<file path="src/rtl/mips_pkg.sv">
// Shared MIPS definitions for the MEM/WB stage: load opcodes and the canonical nop.
package mips_pkg;
  localparam logic [5:0]  OP_LB    = 6'h20;
  localparam logic [5:0]  OP_LH    = 6'h21;
  localparam logic [5:0]  OP_LW    = 6'h23;
  localparam logic [5:0]  OP_LBU   = 6'h24;
  localparam logic [5:0]  OP_LHU   = 6'h25;
  localparam logic [31:0] NOP_INST = 32'h0;
endpackage

</file>
<file path="src/rtl/load_align.sv">
// Combinational little-endian sub-word load alignment and extension.
// Optional MISALIGN_TRAP_EN adds a misaligned-access flag output.
module load_align
  import mips_pkg::*;
(
  input  logic [5:0]  opcode,
  input  logic [1:0]  offset,
  input  logic [31:0] raw,
  output logic [31:0] data
`ifdef MISALIGN_TRAP_EN
  ,
  output logic        misalign
`endif
);

  logic [7:0]  byte_sel;
  logic [15:0] half_sel;

  always_comb begin
    byte_sel = raw[{offset, 3'b000} +: 8];
    // Halves ignore offset[0]; a misaligned half reads as if it were aligned.
    half_sel = offset[1] ? raw[31:16] : raw[15:0];
    case (opcode)
      OP_LB:   data = {{24{byte_sel[7]}}, byte_sel};
      OP_LBU:  data = {24'h0, byte_sel};
      OP_LH:   data = {{16{half_sel[15]}}, half_sel};
      OP_LHU:  data = {16'h0, half_sel};
      default: data = raw;
    endcase
  end

`ifdef MISALIGN_TRAP_EN
  assign misalign = (((opcode == OP_LH) || (opcode == OP_LHU)) && offset[0]) ||
                    ((opcode == OP_LW) && (offset != 2'b00));
`endif

endmodule

</file>
<file path="src/rtl/mem_wb_stage.sv">
// MEM/WB pipeline register with load alignment, stall/flush and retired-instruction counter.
// Optional MISALIGN_TRAP_EN adds wb_misalign and suppresses writes of misaligned loads.
module mem_wb_stage
  import mips_pkg::*;
#(
  parameter int DW    = 32,
  parameter int CNT_W = 32
) (
  input  logic             clk,
  input  logic             rst_n,
  input  logic             stall,
  input  logic             flush,
  input  logic             mem_valid,
  input  logic [DW-1:0]    mem_inst,
  input  logic [DW-1:0]    mem_alu_result,
  input  logic [DW-1:0]    mem_rdata,
  input  logic             mem_sel_dmem,
  input  logic             mem_wb_addr_sel,
  input  logic             mem_reg_write,
  output logic             wb_valid,
  output logic [DW-1:0]    wb_inst,
  output logic [DW-1:0]    alu_result,
  output logic [DW-1:0]    load_data,
  output logic             mux_sel_dmem,
  output logic             wb_addr_sel,
  output logic             wb_reg_write,
  output logic [CNT_W-1:0] instret
`ifdef MISALIGN_TRAP_EN
  ,
  output logic             wb_misalign
`endif
);

  logic [31:0] aligned;
  logic        misalign;

`ifdef MISALIGN_TRAP_EN
  load_align u_align (
    .opcode   (mem_inst[31:26]),
    .offset   (mem_alu_result[1:0]),
    .raw      (mem_rdata),
    .data     (aligned),
    .misalign (misalign)
  );
`else
  load_align u_align (
    .opcode (mem_inst[31:26]),
    .offset (mem_alu_result[1:0]),
    .raw    (mem_rdata),
    .data   (aligned)
  );
  assign misalign = 1'b0;
`endif

  logic misalign_reg;

  always_ff @(posedge clk or negedge rst_n) begin
    if (!rst_n) begin
      wb_valid     <= 1'b0;
      wb_inst      <= NOP_INST;
      alu_result   <= '0;
      load_data    <= '0;
      mux_sel_dmem <= 1'b0;
      wb_addr_sel  <= 1'b0;
      wb_reg_write <= 1'b0;
      misalign_reg <= 1'b0;
      instret      <= '0;
    end else if (flush) begin
      wb_valid     <= 1'b0;
      wb_inst      <= NOP_INST;
      alu_result   <= '0;
      load_data    <= '0;
      mux_sel_dmem <= 1'b0;
      wb_addr_sel  <= 1'b0;
      wb_reg_write <= 1'b0;
      misalign_reg <= 1'b0;
    end else if (!stall) begin
      wb_valid     <= mem_valid;
      wb_inst      <= mem_inst;
      alu_result   <= mem_alu_result;
      load_data    <= aligned;
      mux_sel_dmem <= mem_sel_dmem;
      wb_addr_sel  <= mem_wb_addr_sel;
      // Misaligned loads still retire but never touch the register file.
      wb_reg_write <= mem_reg_write & mem_valid & ~misalign;
      misalign_reg <= misalign & mem_valid;
      if (mem_valid) instret <= instret + CNT_W'(1);
    end
  end

`ifdef MISALIGN_TRAP_EN
  assign wb_misalign = misalign_reg;
`endif

endmodule
</file>
<file path="config.mk">
export PLATFORM = sky130hd
export DESIGN_NAME = mem_wb_stage
export DESIGN_NICKNAME = d
export VERILOG_FILES = /design/src/rtl/mips_pkg.sv /design/src/rtl/load_align.sv /design/src/rtl/mem_wb_stage.sv
export SDC_FILE = /design/constraint.sdc
export NUM_CORES = 1
export LEC_CHECK = 0
export ABC_AREA = 1
export BUFFER_PORTS_ARGS = -buffer_cell sky130_fd_sc_hd__buf_2
export CELL_PAD_IN_SITES_DETAIL_PLACEMENT = 1
export CELL_PAD_IN_SITES_GLOBAL_PLACEMENT = 1
export CORE_MARGIN = 3
export CORE_UTILIZATION = 38
export DETAILED_ROUTE_END_ITERATION = 10
export GPL_TIMING_DRIVEN = 0
export HOLD_SLACK_MARGIN = 0.06
export PLACE_DENSITY = 0.83
export SETUP_SLACK_MARGIN = 0.3
export SLEW_MARGIN = 10
export SYNTH_ARGS = -nofsm -noshare
export SYNTH_HDL_FRONTEND = slang
export SYNTH_HIERARCHICAL = 1
export SYNTH_SLANG_ARGS = --single-unit
</file>
<file path="constraint.sdc">
create_clock -name clk -period 2.8 [get_ports clk]
set_clock_uncertainty 0.15 [all_clocks]
set_input_delay 0.56 -clock clk [delete_from_list [all_inputs] [get_ports clk]]
set_output_delay 0.56 -clock clk [all_outputs]
set_load 0.01 [all_outputs]
</file>
# Word level (Yosys, flattened, before mapping)
# Cells that the tools add are included.
# totals
regBits,132
output_inout_bits,132
# op_classes
add_sub_neg,1
n_eq_ne,5
shifts,1
n_mux,16
bitwise,3
reduce_logical,1
# ops
op,count
32-bit two-way mux,6
32-bit one-hot mux with 4 select lines,1
"32-bit by 1-bit adder with 32-bit output, second input constant",1
32-bit by 6-bit variable part select with 8-bit output,1
"6-bit == test, second input constant",4
16-bit two-way mux,1
1-bit two-way mux,8
3-bit AND reduction,1
"2-bit by 1-bit != test with 1-bit output, second input constant",1
1-bit NOT,2
1-bit bitwise AND,1

# Depth between registers and ports, before layout
# Gate-level depths: netlist of run 1.
# depth
depth_word,4
mapped_depth,9
mapped_depth_nobuf,9

# By module
# The synthesis of run 1 kept the hierarchy.
# modules_own_cells
mod,instances,cells_each,area_each_um2,seq_area_each_um2
mem_wb_stage,1,664,5671.7,3303.2
load_align,1,216,953.4,0.0

# Least setup slack after synthesis of run 1
# OpenSTA, ideal clock, no wires.
# synth_timing
kind,input to register
start,in flush
end,reg instret[9]
setup_time_ns,0.113
arrival_ns,1.313
slack_ns,1.224
stages,8
n_path_buf,0
path_cell_list,nor2_4 > nand2_2 > nor2_2 > nand2_1 > nor2_1 > nand2_1 > nand2_1 > inv_1
# synth_via
elab_chain_len,2
# synth_rtl
item,line_no,rtl
start: declaration,mem_wb_stage.sv:12,"input logic flush,"
1-bit NOT (no source line),-,
3-bit AND reduction (no source line),-,
end signal: assignment,mem_wb_stage.sv:87,if (mem_valid) instret <= instret + CNT_W'(1);
end: declaration,mem_wb_stage.sv:27,output logic [CNT_W-1:0] instret
# Every way passes these cells.
# A chain may end at the register's enable or synchronous reset.

# Worst setup path after layout of run 1
# layout_timing
start,reg instret[1]
end,reg instret[26]
# layout_via
elab_chain_len,1
# layout_rtl
item,line_no
32-bit by 1-bit adder with 32-bit output,mem_wb_stage.sv:87
# Every way passes these cells.

==> impl_metrics.prom, run 1 <==
# TYPE chip_impl_metric gauge
chip_impl_metric{name="power_switching",unit="mW"} 1.42
chip_impl_metric{name="drive_above_1_share",unit=""} 0.273
chip_impl_metric{name="vias_per_cell",unit=""} 5.09
chip_impl_info{name="cts_tree",value="yes"} 1
chip_impl_metric{name="cts_htree_levels",unit=""} 4
chip_impl_metric{name="route.antenna.remaining_nets",unit=""} 0
chip_impl_metric{name="cts.repair_timing.setup_buffer_count",unit=""} 0
chip_impl_metric{name="setup_violation_total_in_the_final_timing_report",unit=""} 0
chip_impl_metric{name="post-route-cell-area",unit="sq um"} 8760
chip_impl_metric{name="cts_resized",unit=""} 0
chip_impl_metric{name="dieWidth",unit="um"} 138
chip_impl_metric{name="synth-seq-cells",unit=""} 132
chip_impl_metric{name="floorplan.die.height",unit="um"} 138
chip_impl_info{name="crit-reg2reg-capture",value="instret[26]"} 1
chip_impl_info{name="worst_setup_path_start_kind",value="flop"} 1
chip_impl_metric{name="worst_slew_pin_slew",unit="ps"} 578
chip_impl_info{name="layout_commonest_cell",value="nand2_1"} 1
chip_impl_metric{name="final-max-slew-violation-count",unit=""} 0
chip_impl_metric{name="num-nets-final",unit=""} 1241
chip_impl_metric{name="reg2reg_depth",unit=""} 8
chip_impl_metric{name="share_of_the_yosys_chip_area_belonging_to_registers",unit=""} 0.499
chip_impl_metric{name="number_of_global_route_vias_before_repair",unit=""} 7366
chip_impl_metric{name="cts.sinks",unit=""} 132
chip_impl_metric{name="floorplan.initialDensity",unit=""} 0.394
chip_impl_metric{name="leakage",unit="nW"} 5.07
chip_impl_metric{name="cp_max_fo",unit=""} 7
chip_impl_info{name="run_status",value="completed"} 1
chip_impl_metric{name="post_synthesis_area_per_instance",unit="sq um"} 7.53
chip_impl_metric{name="grt_antenna_before_repair",unit=""} 2
chip_impl_metric{name="clkSlewWorstSetupHoldPaths",unit="ps"} 60
chip_impl_info{name="worstHoldPathType",value="primary input to flop"} 1
chip_impl_metric{name="post-route-util",unit=""} 0.521
chip_impl_metric{name="max_slew_margin",unit=""} 0.615
chip_impl_metric{name="yosys.cell_types.count",unit=""} 24
chip_impl_info{name="setup.worst_path.end_class",value="flop"} 1
chip_impl_metric{name="layout-area-overhead-vs-synth",unit="%"} 32.2
chip_impl_info{name="criticalPathCategory",value="flop to flop"} 1
chip_impl_metric{name="hold-path-cell-count",unit=""} 3
chip_impl_info{name="clock-root-buffer",value="clkbuf_16"} 1
chip_impl_metric{name="timing.fmax",unit="MHz"} 541
chip_impl_metric{name="fin_tns_setup",unit="ps"} 0
chip_impl_metric{name="drcViolationCount",unit=""} 0
chip_impl_metric{name="ir_drop",unit="uV"} 413
chip_impl_metric{name="timing.final.ws_setup",unit="ps"} 952
chip_impl_metric{name="globalRouteTotalUtil",unit=""} 0.244
chip_impl_info{name="worstHoldStart",value="mem_inst[22]"} 1
chip_impl_metric{name="cells_after_synthesis",unit=""} 880
chip_impl_metric{name="postSynthNetCount",unit=""} 985
chip_impl_metric{name="ff2ff_setup_slack",unit="ps"} 950
chip_impl_metric{name="std_cell_rows",unit=""} 47
chip_impl_metric{name="report.final.hold_viol_count",unit=""} 0
chip_impl_metric{name="grt_first_pass_wirelength",unit="um"} 38100
chip_impl_metric{name="pwr-share-comb",unit=""} 0.137
chip_impl_metric{name="placed_cells_incl_taps",unit=""} 1336
chip_impl_metric{name="floorplan.io_pins",unit=""} 236
chip_impl_info{name="hold_path_end",value="wb_inst[22]"} 1
chip_impl_metric{name="port_buffers",unit=""} 235
chip_impl_metric{name="yosys_warnings",unit=""} 6
chip_impl_metric{name="drt_first_iter_violations",unit=""} 321
chip_impl_metric{name="hpwl",unit="um"} 17500
chip_impl_metric{name="fin_crit",unit="ps"} 1850
chip_impl_metric{name="cts-root-to-sink-buffers",unit=""} 2
chip_impl_metric{name="cts_inserted_buffers",unit=""} 17
chip_impl_metric{name="drt-pass1-iter-count",unit=""} 6
chip_impl_metric{name="grt_max_degree",unit=""} 75
chip_impl_metric{name="core",unit="sq um"} 16800
chip_impl_metric{name="share_clk_of_total_power",unit=""} 0.459
chip_impl_metric{name="gp_routability_congestion",unit=""} 0.906
chip_impl_info{name="grt_setup_unrepaired",value="no"} 1
chip_impl_metric{name="layout_worst_path_cycle_share",unit=""} 0.660
chip_impl_metric{name="worst_ep_arrival_time",unit="ps"} 1990
chip_impl_metric{name="wirelength",unit="um"} 23500
chip_impl_metric{name="wire_per_inst",unit="um"} 17.2
chip_impl_metric{name="grt_overflow",unit=""} 0
chip_impl_info{name="layout.cells.most_common_list",value="nand2_1 (401), buf_2 (250), nand3_1 (172)"} 1
chip_impl_metric{name="swShare",unit=""} 0.269
chip_impl_metric{name="worst_skew_pair.late_latency",unit="ps"} 420
chip_impl_metric{name="final-instance-count-excl-fill",unit=""} 1369
chip_impl_metric{name="max-cap-violations",unit=""} 0
chip_impl_info{name="r2r-start",value="instret[1]"} 1
chip_impl_metric{name="power_density",unit="nW/um^2"} 604
chip_impl_metric{name="vias",unit=""} 6969
chip_impl_metric{name="dp_worst_setup_slack",unit="ps"} 725
chip_impl_metric{name="die_footprint",unit="sq um"} 19100
chip_impl_metric{name="required",unit="ps"} 2940
chip_impl_metric{name="cellInternalPower",unit="mW"} 3.87
chip_impl_metric{name="synthesis.area",unit="sq um"} 6630
chip_impl_metric{name="sequentialPowerShare",unit=""} 0.404
chip_impl_metric{name="placement.cell_area",unit="sq um"} 8110
power by group through the flow:
stage	clock network [mW]	registers (mW)	logic [mW]
5_1_grt	2.57	2.15	0.808
4_1_cts	2.47	2.14	0.738
3_5_place_dp	0	2.17	0.731
3_3_place_gp	0	2.16	0.705
6_report	2.43	2.14	0.725
2_1_floorplan	0	2.21	0.295
cell usage after synthesis:
library cell	n	area, sq um
nor2_2	7	43.8
nor2_1	27	101
inv_1	36	135
nor2_4	6	67.6
clkbuf_1	21	78.8
a32o_1	1	10.0
nor3_1	3	15.0
buf_2	16	80.1
nand2_2	3	18.8
ha_1	1	12.5
nand3_1	172	861
nand3b_1	5	37.5
nand4_1	12	75.1
nor3_2	1	10.0
dfrtp_1	132	3300
o21bai_1	1	7.51
inv_2	5	18.8
o21ai_1	1	5.00
buf_6	3	33.8
nand3_2	6	60.1
buf_1	6	22.5
nand2_1	401	1510
xnor2_1	6	52.6
xor2_1	8	70.1
cell type report:
class	count	area, sq um
fillers	2188	8060
well taps	220	275
clock buffers	17	425
plain buffers	46	215
inverters	41	154
clock inverters	13	209
diodes	2	5.00
repair buffers	237	1220
flip-flops and latches	132	3300
multi-input cells	661	2950
sequential cells by signal, indices dropped and copies added (netlist names):
signal / count
instret: 32
mux_sel_dmem: 1
wb_reg_write: 1
wb_addr_sel: 1
alu_result: 32
load_data: 32
wb_valid: 1
wb_inst: 32
metal layers:
metal	vias to the layer above	GRT usage	part of all wire
met4	0	0.0780	0.022
met1	3409	0.298	0.42
met2	206	0.437	0.51
met3	36	0.0442	0.045
li1	3318	-	-
met5	-	0	0
worst max-delay path by stage:
stage          slack [ps]        from  cells past startpoint            end
6_report              950  instret[1]                      8    instret[26]
5_1_grt               790  instret[1]                      8    instret[26]
4_1_cts               930  instret[1]                      8    instret[26]
3_5_place_dp          720       flush                      9     instret[9]
3_3_place_gp         -860       rst_n                      1  load_data[24]
2_1_floorplan        1220       flush                      8     instret[9]
repair_timing:
item | CTS | global route
endpoints found under the setup margin | 0 | 0
endpoints found under the hold margin | 58 | 0
hold buffers | 1 | 0
cells by family after synthesis:
logic type,after synthesis,share of synthesized area
and+or+nand+nor,643,0.422
DFF,132,0.499
buffers and inverters,87,0.0557
xor gates and xnor gates,14,0.0185
AOI/OAI and AO/OA,3,0.00340
adders and majority gates,1,0.00189
critical path: stages (launching register included):
cell and delay, ps:
dfrtp_1 430, ha_1 190, nand2_1 90, nor2_2 200, nand3_2 160, nor2_4 220
nand3_1 110, nand2_1 80, nand2_1 80
stage by stage:
step | total power, mW | hold slack [ps]
after floorplan | 2.51 | 114
after global placement | 2.87 | 316
after detailed placement | 2.90 | 337
after CTS | 5.34 | 168
after global routing | 5.53 | 183
final | 5.29 | 186
Power figures use the tool's default switching activity.
==> run 2, diff against run 1 <==
Settings changed: CORE_UTILIZATION 38 to 32, PLACE_DENSITY 0.83 to 0.74.
Clock period 2.8 ns to 1.6 ns, I/O delays scaled along.
==> run 2 against run 1 <==
The run now ends with negative hold slack, negative setup slack left. Sequential cell count did not move. Final cell count rose by 18%. Sequential share of layout area fell by 7.8 points. Design area rose by 27%. Worst setup slack got worse by 1100 ps. Routed wire length rose by 34%. Combinational power rose to 3.0 times the previous value. Clock power rose by 73%. Clock-buffer cell count rose by 4. Register-to-register slack got worse by 1100 ps.
==> impl_metrics.prom, run 2 (synthesis results as in run 1) <==
# TYPE chip_impl_metric gauge
chip_impl_info{name="run_status",value="finished, violations left"} 1
chip_impl_info{name="failing_checks",value="negative hold slack, negative setup slack"} 1
chip_impl_metric{name="fin_tns_setup",unit="ps"} -1270
chip_impl_info{name="dr.max_layer_used",value="met4"} 1
chip_impl_metric{name="cts_htree_levels",unit=""} 4
chip_impl_metric{name="worst_ep_arrival_time",unit="ps"} 1880
chip_impl_metric{name="die_footprint",unit="sq um"} 22500
chip_impl_metric{name="grt_max_degree",unit=""} 70
chip_impl_metric{name="core",unit="sq um"} 20300
chip_impl_metric{name="worst_skew_pair.late_latency",unit="ps"} 410
chip_impl_metric{name="floorplan.io_pins",unit=""} 236
chip_impl_metric{name="cts.sinks",unit=""} 132
chip_impl_metric{name="route.antenna.remaining_nets",unit=""} 0
chip_impl_metric{name="setup_violation_total_in_the_final_timing_report",unit=""} 20
chip_impl_metric{name="timing.critical_path.depth",unit=""} 6
chip_impl_info{name="setup.worst_path.end_class",value="flop"} 1
chip_impl_metric{name="ff2ff_setup_slack",unit="ps"} -150
chip_impl_info{name="path_cells",value="ha_2 -> nand2_2 -> nor2_4 -> nand4_1 -> o21ai_1 -> nand2_1"} 1
chip_impl_metric{name="drt-pass1-iter-count",unit=""} 5
chip_impl_metric{name="required",unit="ps"} 1720
chip_impl_info{name="clock-root-buffer",value="clkbuf_16"} 1
chip_impl_metric{name="hpwl",unit="um"} 17500
chip_impl_metric{name="power_density",unit="nW/um^2"} 918
chip_impl_metric{name="max_slew_margin",unit=""} 0.581
chip_impl_info{name="layout_commonest_cell",value="nand2_1"} 1
chip_impl_info{name="worst_path_max_delay_cell",value="dfrtp_1"} 1
chip_impl_metric{name="timing.final.ws_setup",unit="ps"} -152
chip_impl_metric{name="vias",unit=""} 8113
chip_impl_metric{name="layout_worst_path_cycle_share",unit=""} 1.10
chip_impl_metric{name="cp_max_fo",unit=""} 4
chip_impl_metric{name="fin_crit",unit="ps"} 1750
chip_impl_metric{name="timing.fmax",unit="MHz"} 571
chip_impl_metric{name="layout-area-overhead-vs-synth",unit="%"} 67.3
chip_impl_info{name="crit_family",value="simple AND/OR/NAND/NOR gates"} 1
chip_impl_metric{name="wirelength",unit="um"} 31500
chip_impl_info{name="worst_setup_path_start_kind",value="flop"} 1
chip_impl_metric{name="post_cts_hold_buffer_count",unit=""} 66
chip_impl_metric{name="report.final.hold_viol_count",unit=""} 63
chip_impl_metric{name="dieWidth",unit="um"} 150
chip_impl_metric{name="slowest_delay",unit="ps"} 400
chip_impl_info{name="criticalPathCategory",value="flop to flop"} 1
chip_impl_metric{name="placed_cells_incl_taps",unit=""} 1386
chip_impl_metric{name="floorplan.initialDensity",unit=""} 0.326
chip_impl_metric{name="grt_overflow",unit=""} 0
chip_impl_metric{name="worstPathBufferInverterCount",unit=""} 0
chip_impl_metric{name="drt_first_iter_violations",unit=""} 428
chip_impl_metric{name="port_buffers",unit=""} 235
chip_impl_metric{name="clkSlewWorstSetupHoldPaths",unit="ps"} 60
chip_impl_metric{name="number_of_global_route_vias_before_repair",unit=""} 8214
chip_impl_metric{name="worst_slew_pin_slew",unit="ps"} 629
chip_impl_info{name="grt_setup_unrepaired",value="yes"} 1
chip_impl_metric{name="wire_per_inst",unit="um"} 19.5
chip_impl_metric{name="cts_inserted_buffers",unit=""} 17
chip_impl_info{name="worstHoldPathType",value="primary input to async pin"} 1
chip_impl_metric{name="gp_routability_congestion",unit=""} 0.868
chip_impl_metric{name="floorplan.die.height",unit="um"} 150
chip_impl_metric{name="num-nets-final",unit=""} 1432
chip_impl_metric{name="routed-wl-met2",unit="um"} 15900
chip_impl_info{name="cts_tree",value="yes"} 1
chip_impl_metric{name="routed_length_on_met3",unit="um"} 1780
chip_impl_metric{name="std_cell_rows",unit=""} 52
chip_impl_metric{name="reg2reg_depth",unit=""} 6
chip_impl_metric{name="drcViolationCount",unit=""} 0
chip_impl_metric{name="cts-root-to-sink-buffers",unit=""} 2
chip_impl_metric{name="post-route-cell-area",unit="sq um"} 11100
chip_impl_metric{name="grt_first_pass_wirelength",unit="um"} 43700
chip_impl_metric{name="grt_antenna_before_repair",unit=""} 2
chip_impl_metric{name="worst_hold_slack",unit="ps"} -241
chip_impl_metric{name="met1Wirelength",unit="um"} 12400
chip_impl_metric{name="placement.cell_area",unit="sq um"} 8220
chip_impl_metric{name="globalRouteTotalUtil",unit=""} 0.246
chip_impl_metric{name="ir_drop",unit="uV"} 729
chip_impl_metric{name="max-cap-violations",unit=""} 0
chip_impl_metric{name="leakage",unit="nW"} 6.16
chip_impl_metric{name="vias_per_cell",unit=""} 5.04
chip_impl_metric{name="final-instance-count-excl-fill",unit=""} 1610
chip_impl_info{name="layout.cells.most_common_list",value="nand2_1 (389), buf_2 (181), nand3_1 (165)"} 1
chip_impl_metric{name="drive_above_1_share",unit=""} 0.378
chip_impl_metric{name="final-max-slew-violation-count",unit=""} 0
## run 2: cell types whose count changed in the layout (fill, tap and decap cells not counted), sizes merged
cell and change:
clkbuf +10, nor2 +2, bufinv -1, dlygate4sd3 +65, clkinvlp -3, buf +118
## run 2: repair_timing
item,CTS,global route
pin swaps,22,11
buffers inserted,76,48
endpoints found under the setup margin,187,244
cloned,2,0
gates resized for setup,83,100
endpoints found under the hold margin,129,63
## run 2: final timing paths
| check | startpoint | end |
|---|---|---|
| hold / removal | rst_n | alu_result[21] |
| max in group asynchronous | rst_n | instret[22] |
| setup / recovery | instret[0] | instret[14] |
| hold reg to reg | load_data[22] | load_data[22] |
| setup reg to reg | instret[0] | instret[14] |
| min in group clk | mem_rdata[0] | load_data[0] |
## run 2: area by class of cell
type | instances | area (sq um)
antenna | 2 | 5.00
buffer | 46 | 268
clock buffer | 21 | 460
clock inverter | 9 | 153
fill | 2510 | 9220
inverter | 41 | 156
multi-input combinational | 663 | 3160
sequential | 132 | 3320
tap | 270 | 338
timing repair buffer | 426 | 3220
## run 2: metrics by stage
step / total power [mW] / setup slack [ps] / utilization / hold WS (ps)
after floorplan: 4.42 / 56.7 / - / -126
after global placement: 5.09 / -2170 / 0.403 / 321
after detailed placement: 5.13 / -232 / 0.405 / 215
after CTS: 9.91 / -39.1 / 0.513 / -228
after global routing: 10.6 / -203 / 0.546 / -205
final: 10.2 / -152 / 0.546 / -241
## run 2: power by group
part	internal (mW)	total, mW	switching, mW
sequential	3.56	3.77	0.211
combinational	1.08	2.21	1.13
clock	2.68	4.20	1.52
## run 2: metal layers
| layer | GRT usage | up-vias |
|---|---|---|
| li1 | - | 3703 |
| met1 | 0.304 | 4019 |
| met2 | 0.413 | 297 |
| met3 | 0.0560 | 94 |
| met4 | 0.105 | 0 |
| met5 | 0 | - |
## run 2: worst register-to-register path: cells and delay by family (launching register included)
kind	cells	cell delay (ps)
AND/OR/NAND/NOR	4	580
adder cells (fa/ha/maj)	1	220
flip-flops	1	400
AO/OA/AOI/OAI	1	270
==> run 3, diff against run 2 <==
Settings changed: CAP_MARGIN from default to 20, CORE_ASPECT_RATIO from default to 1.75.
==> run 3 against run 2 <==
The flow still finishes with violations (negative hold slack, negative setup slack). Maximum frequency up 0.39%. Clock power shrank 6.0%. Global-route usage up 1.5 points. Routed wire length increased by 7.5%. Sequential cell count unchanged. Critical path depth rose by 2. Clock-buffer cell count decreased by 2. Non-clock buffer count up 12. Combinational power increased by 6%. Power shrank 1.1%. Via count rose by 1.8%. Sequential share of layout area fell by 0.31 points. Critical endpoint is now instret[30]. Largest cell class unchanged. Largest power group unchanged. Highest routed layer unchanged.
==> impl_metrics.prom, run 3 (synthesis results as in run 1) <==
# TYPE chip_impl_metric gauge
chip_impl_metric{name="required",unit="ps"} 1810
chip_impl_metric{name="vias_per_cell",unit=""} 5.14
chip_impl_metric{name="floorplan.die.height",unit="um"} 196
chip_impl_metric{name="cts_inserted_buffers",unit=""} 17
chip_impl_metric{name="ir_drop",unit="uV"} 695
chip_impl_metric{name="max_slew_margin",unit=""} 0.661
chip_impl_metric{name="post-route-cell-area",unit="sq um"} 11200
chip_impl_metric{name="grt_antenna_before_repair",unit=""} 7
chip_impl_info{name="setup.worst_path.end_class",value="flop"} 1
chip_impl_metric{name="floorplan.initialDensity",unit=""} 0.327
chip_impl_metric{name="grt_overflow",unit=""} 0
chip_impl_metric{name="grt_max_degree",unit=""} 84
chip_impl_metric{name="worst_slew_pin_slew",unit="ps"} 509
chip_impl_metric{name="fillCellCount",unit=""} 2460
chip_impl_metric{name="clkSlewWorstSetupHoldPaths",unit="ps"} 60
chip_impl_metric{name="timing.fmax",unit="MHz"} 573
chip_impl_metric{name="drt-pass1-iter-count",unit=""} 4
chip_impl_metric{name="final-max-slew-violation-count",unit=""} 0
chip_impl_info{name="layout.cells.most_common_list",value="nand2_1 (389), buf_2 (176), nand3_1 (159)"} 1
chip_impl_metric{name="gp_routability_congestion",unit=""} 0.809
chip_impl_metric{name="drt_first_iter_violations",unit=""} 479
chip_impl_metric{name="std_cell_rows",unit=""} 69
chip_impl_metric{name="fin_crit",unit="ps"} 1750
chip_impl_metric{name="max-cap-violations",unit=""} 0
chip_impl_metric{name="cts_htree_levels",unit=""} 4
chip_impl_metric{name="dieWidth",unit="um"} 115
chip_impl_metric{name="wire_per_inst",unit="um"} 21.1
chip_impl_metric{name="timing.final.ws_setup",unit="ps"} -146
chip_impl_metric{name="power_density",unit="nW/um^2"} 899
chip_impl_metric{name="worst_skew_pair.late_latency",unit="ps"} 420
chip_impl_metric{name="port_buffers",unit=""} 235
chip_impl_metric{name="hpwl",unit="um"} 18700
chip_impl_metric{name="drive_above_1_share",unit=""} 0.383
chip_impl_metric{name="drcViolationCount",unit=""} 0
chip_impl_info{name="grt_setup_unrepaired",value="yes"} 1
chip_impl_info{name="clock-root-buffer",value="clkbuf_16"} 1
chip_impl_metric{name="core",unit="sq um"} 20300
chip_impl_info{name="criticalPathCategory",value="flop to flop"} 1
chip_impl_metric{name="die_footprint",unit="sq um"} 22500
chip_impl_metric{name="placed_cells_incl_taps",unit=""} 1364
chip_impl_metric{name="cts.sinks",unit=""} 132
chip_impl_info{name="worst_setup_path_start_kind",value="flop"} 1
chip_impl_metric{name="wirelength",unit="um"} 33800
chip_impl_metric{name="route.antenna.remaining_nets",unit=""} 0
chip_impl_metric{name="num-nets-final",unit=""} 1444
chip_impl_metric{name="worst_ep_arrival_time",unit="ps"} 1960
chip_impl_info{name="run_status",value="finished, violations left"} 1
chip_impl_metric{name="cp_max_fo",unit=""} 4
chip_impl_metric{name="floorplan.io_pins",unit=""} 236
chip_impl_metric{name="report.final.hold_viol_count",unit=""} 49
chip_impl_metric{name="fin_tns_setup",unit="ps"} -1340
chip_impl_metric{name="post_cts_hold_buffer_count",unit=""} 66
chip_impl_info{name="worstHoldPathType",value="primary input to async pin"} 1
chip_impl_metric{name="setup_violation_total_in_the_final_timing_report",unit=""} 21
chip_impl_metric{name="placement.cell_area",unit="sq um"} 8200
chip_impl_metric{name="grt_first_pass_wirelength",unit="um"} 45300
chip_impl_metric{name="cts-root-to-sink-buffers",unit=""} 2
chip_impl_info{name="failing_checks",value="negative hold slack, negative setup slack"} 1
chip_impl_metric{name="leakage",unit="nW"} 6.21
chip_impl_metric{name="vias",unit=""} 8257
chip_impl_info{name="layout_commonest_cell",value="nand2_1"} 1
chip_impl_metric{name="globalRouteTotalUtil",unit=""} 0.261
chip_impl_metric{name="number_of_global_route_vias_before_repair",unit=""} 8694
chip_impl_metric{name="worst_hold_slack",unit="ps"} -308
chip_impl_metric{name="layout-area-overhead-vs-synth",unit="%"} 69.0
chip_impl_metric{name="layout_worst_path_cycle_share",unit=""} 1.09
chip_impl_info{name="cts_tree",value="yes"} 1
chip_impl_metric{name="final-instance-count-excl-fill",unit=""} 1606
[run 3: path summary, 6_finish.rpt]
check	start	endpoint	slack [ps]	cells past startpoint
min reg2reg	wb_inst[8]	wb_inst[8]	360	2
min in group clk	mem_alu_result[1]	alu_result[1]	90	3
max	instret[13]	instret[30]	-150	8
max reg2reg	instret[13]	instret[30]	-150	8
min	rst_n	alu_result[10]	-310	1
max in group asynchronous	rst_n	instret[14]	770	2
[run 3: power by group]
part / total, mW / internal [mW] / switching, mW
Combinational: 2.35 / 1.14 / 1.21
Clock: 3.95 / 2.37 / 1.58
Sequential: 3.77 / 3.57 / 0.201
Total: 10.1 / 7.08 / 2.99
[run 3: repair_timing]
action                                  4_1_cts  5_1_grt
resized for setup                           102       90
endpoints found under the setup margin      197      236
pin swaps                                     9       25
gates cloned                                  2        0
hold endpoints to repair                    115       49
setup buffers                                71       65
[run 3: cell type report]
class	instances	area, sq um	share of cell area
antenna	8	20.0	0.00179
multi-input combinational	663	3200	0.286
inverter	41	156	0.0140
clock buffer	19	453	0.0405
timing repair buffer	438	3340	0.299
clock inverter	11	130	0.0116
tap	248	310	0.0277
buffer	46	264	0.0236
sequential	132	3320	0.296
[run 3: per-stage QoR]
step                hold WS, ps  setup WS, ps  utilization  total power [mW]
floorplan                  -126          56.7            -              4.42
global placement            325         -2150        0.402              5.08
detailed placement          156          -252        0.404              5.12
CTS                        -292         -26.4        0.513              9.54
global route               -278          -223        0.552              10.5
finish                     -308          -146        0.552              10.1
[run 3: metal layers]
metal / track usage / part of all wire / wire [um]
met1: 0.240 / 0.32 / 10900
met2: 0.499 / 0.55 / 18500
met3: 0.0455 / 0.042 / 1430
met4: 0.183 / 0.088 / 2970
met5: 0 / 0 / 0
[run 3: worst max-delay path, cell delays in order (launching register included)]
cell and delay (ps):
dfrtp_1 440, nand2_1 170, nor2_1 240, nand2_1 130, nor2_2 220, nand3_2 130, nand2_2 100, nand2_1 60
inv_1 50
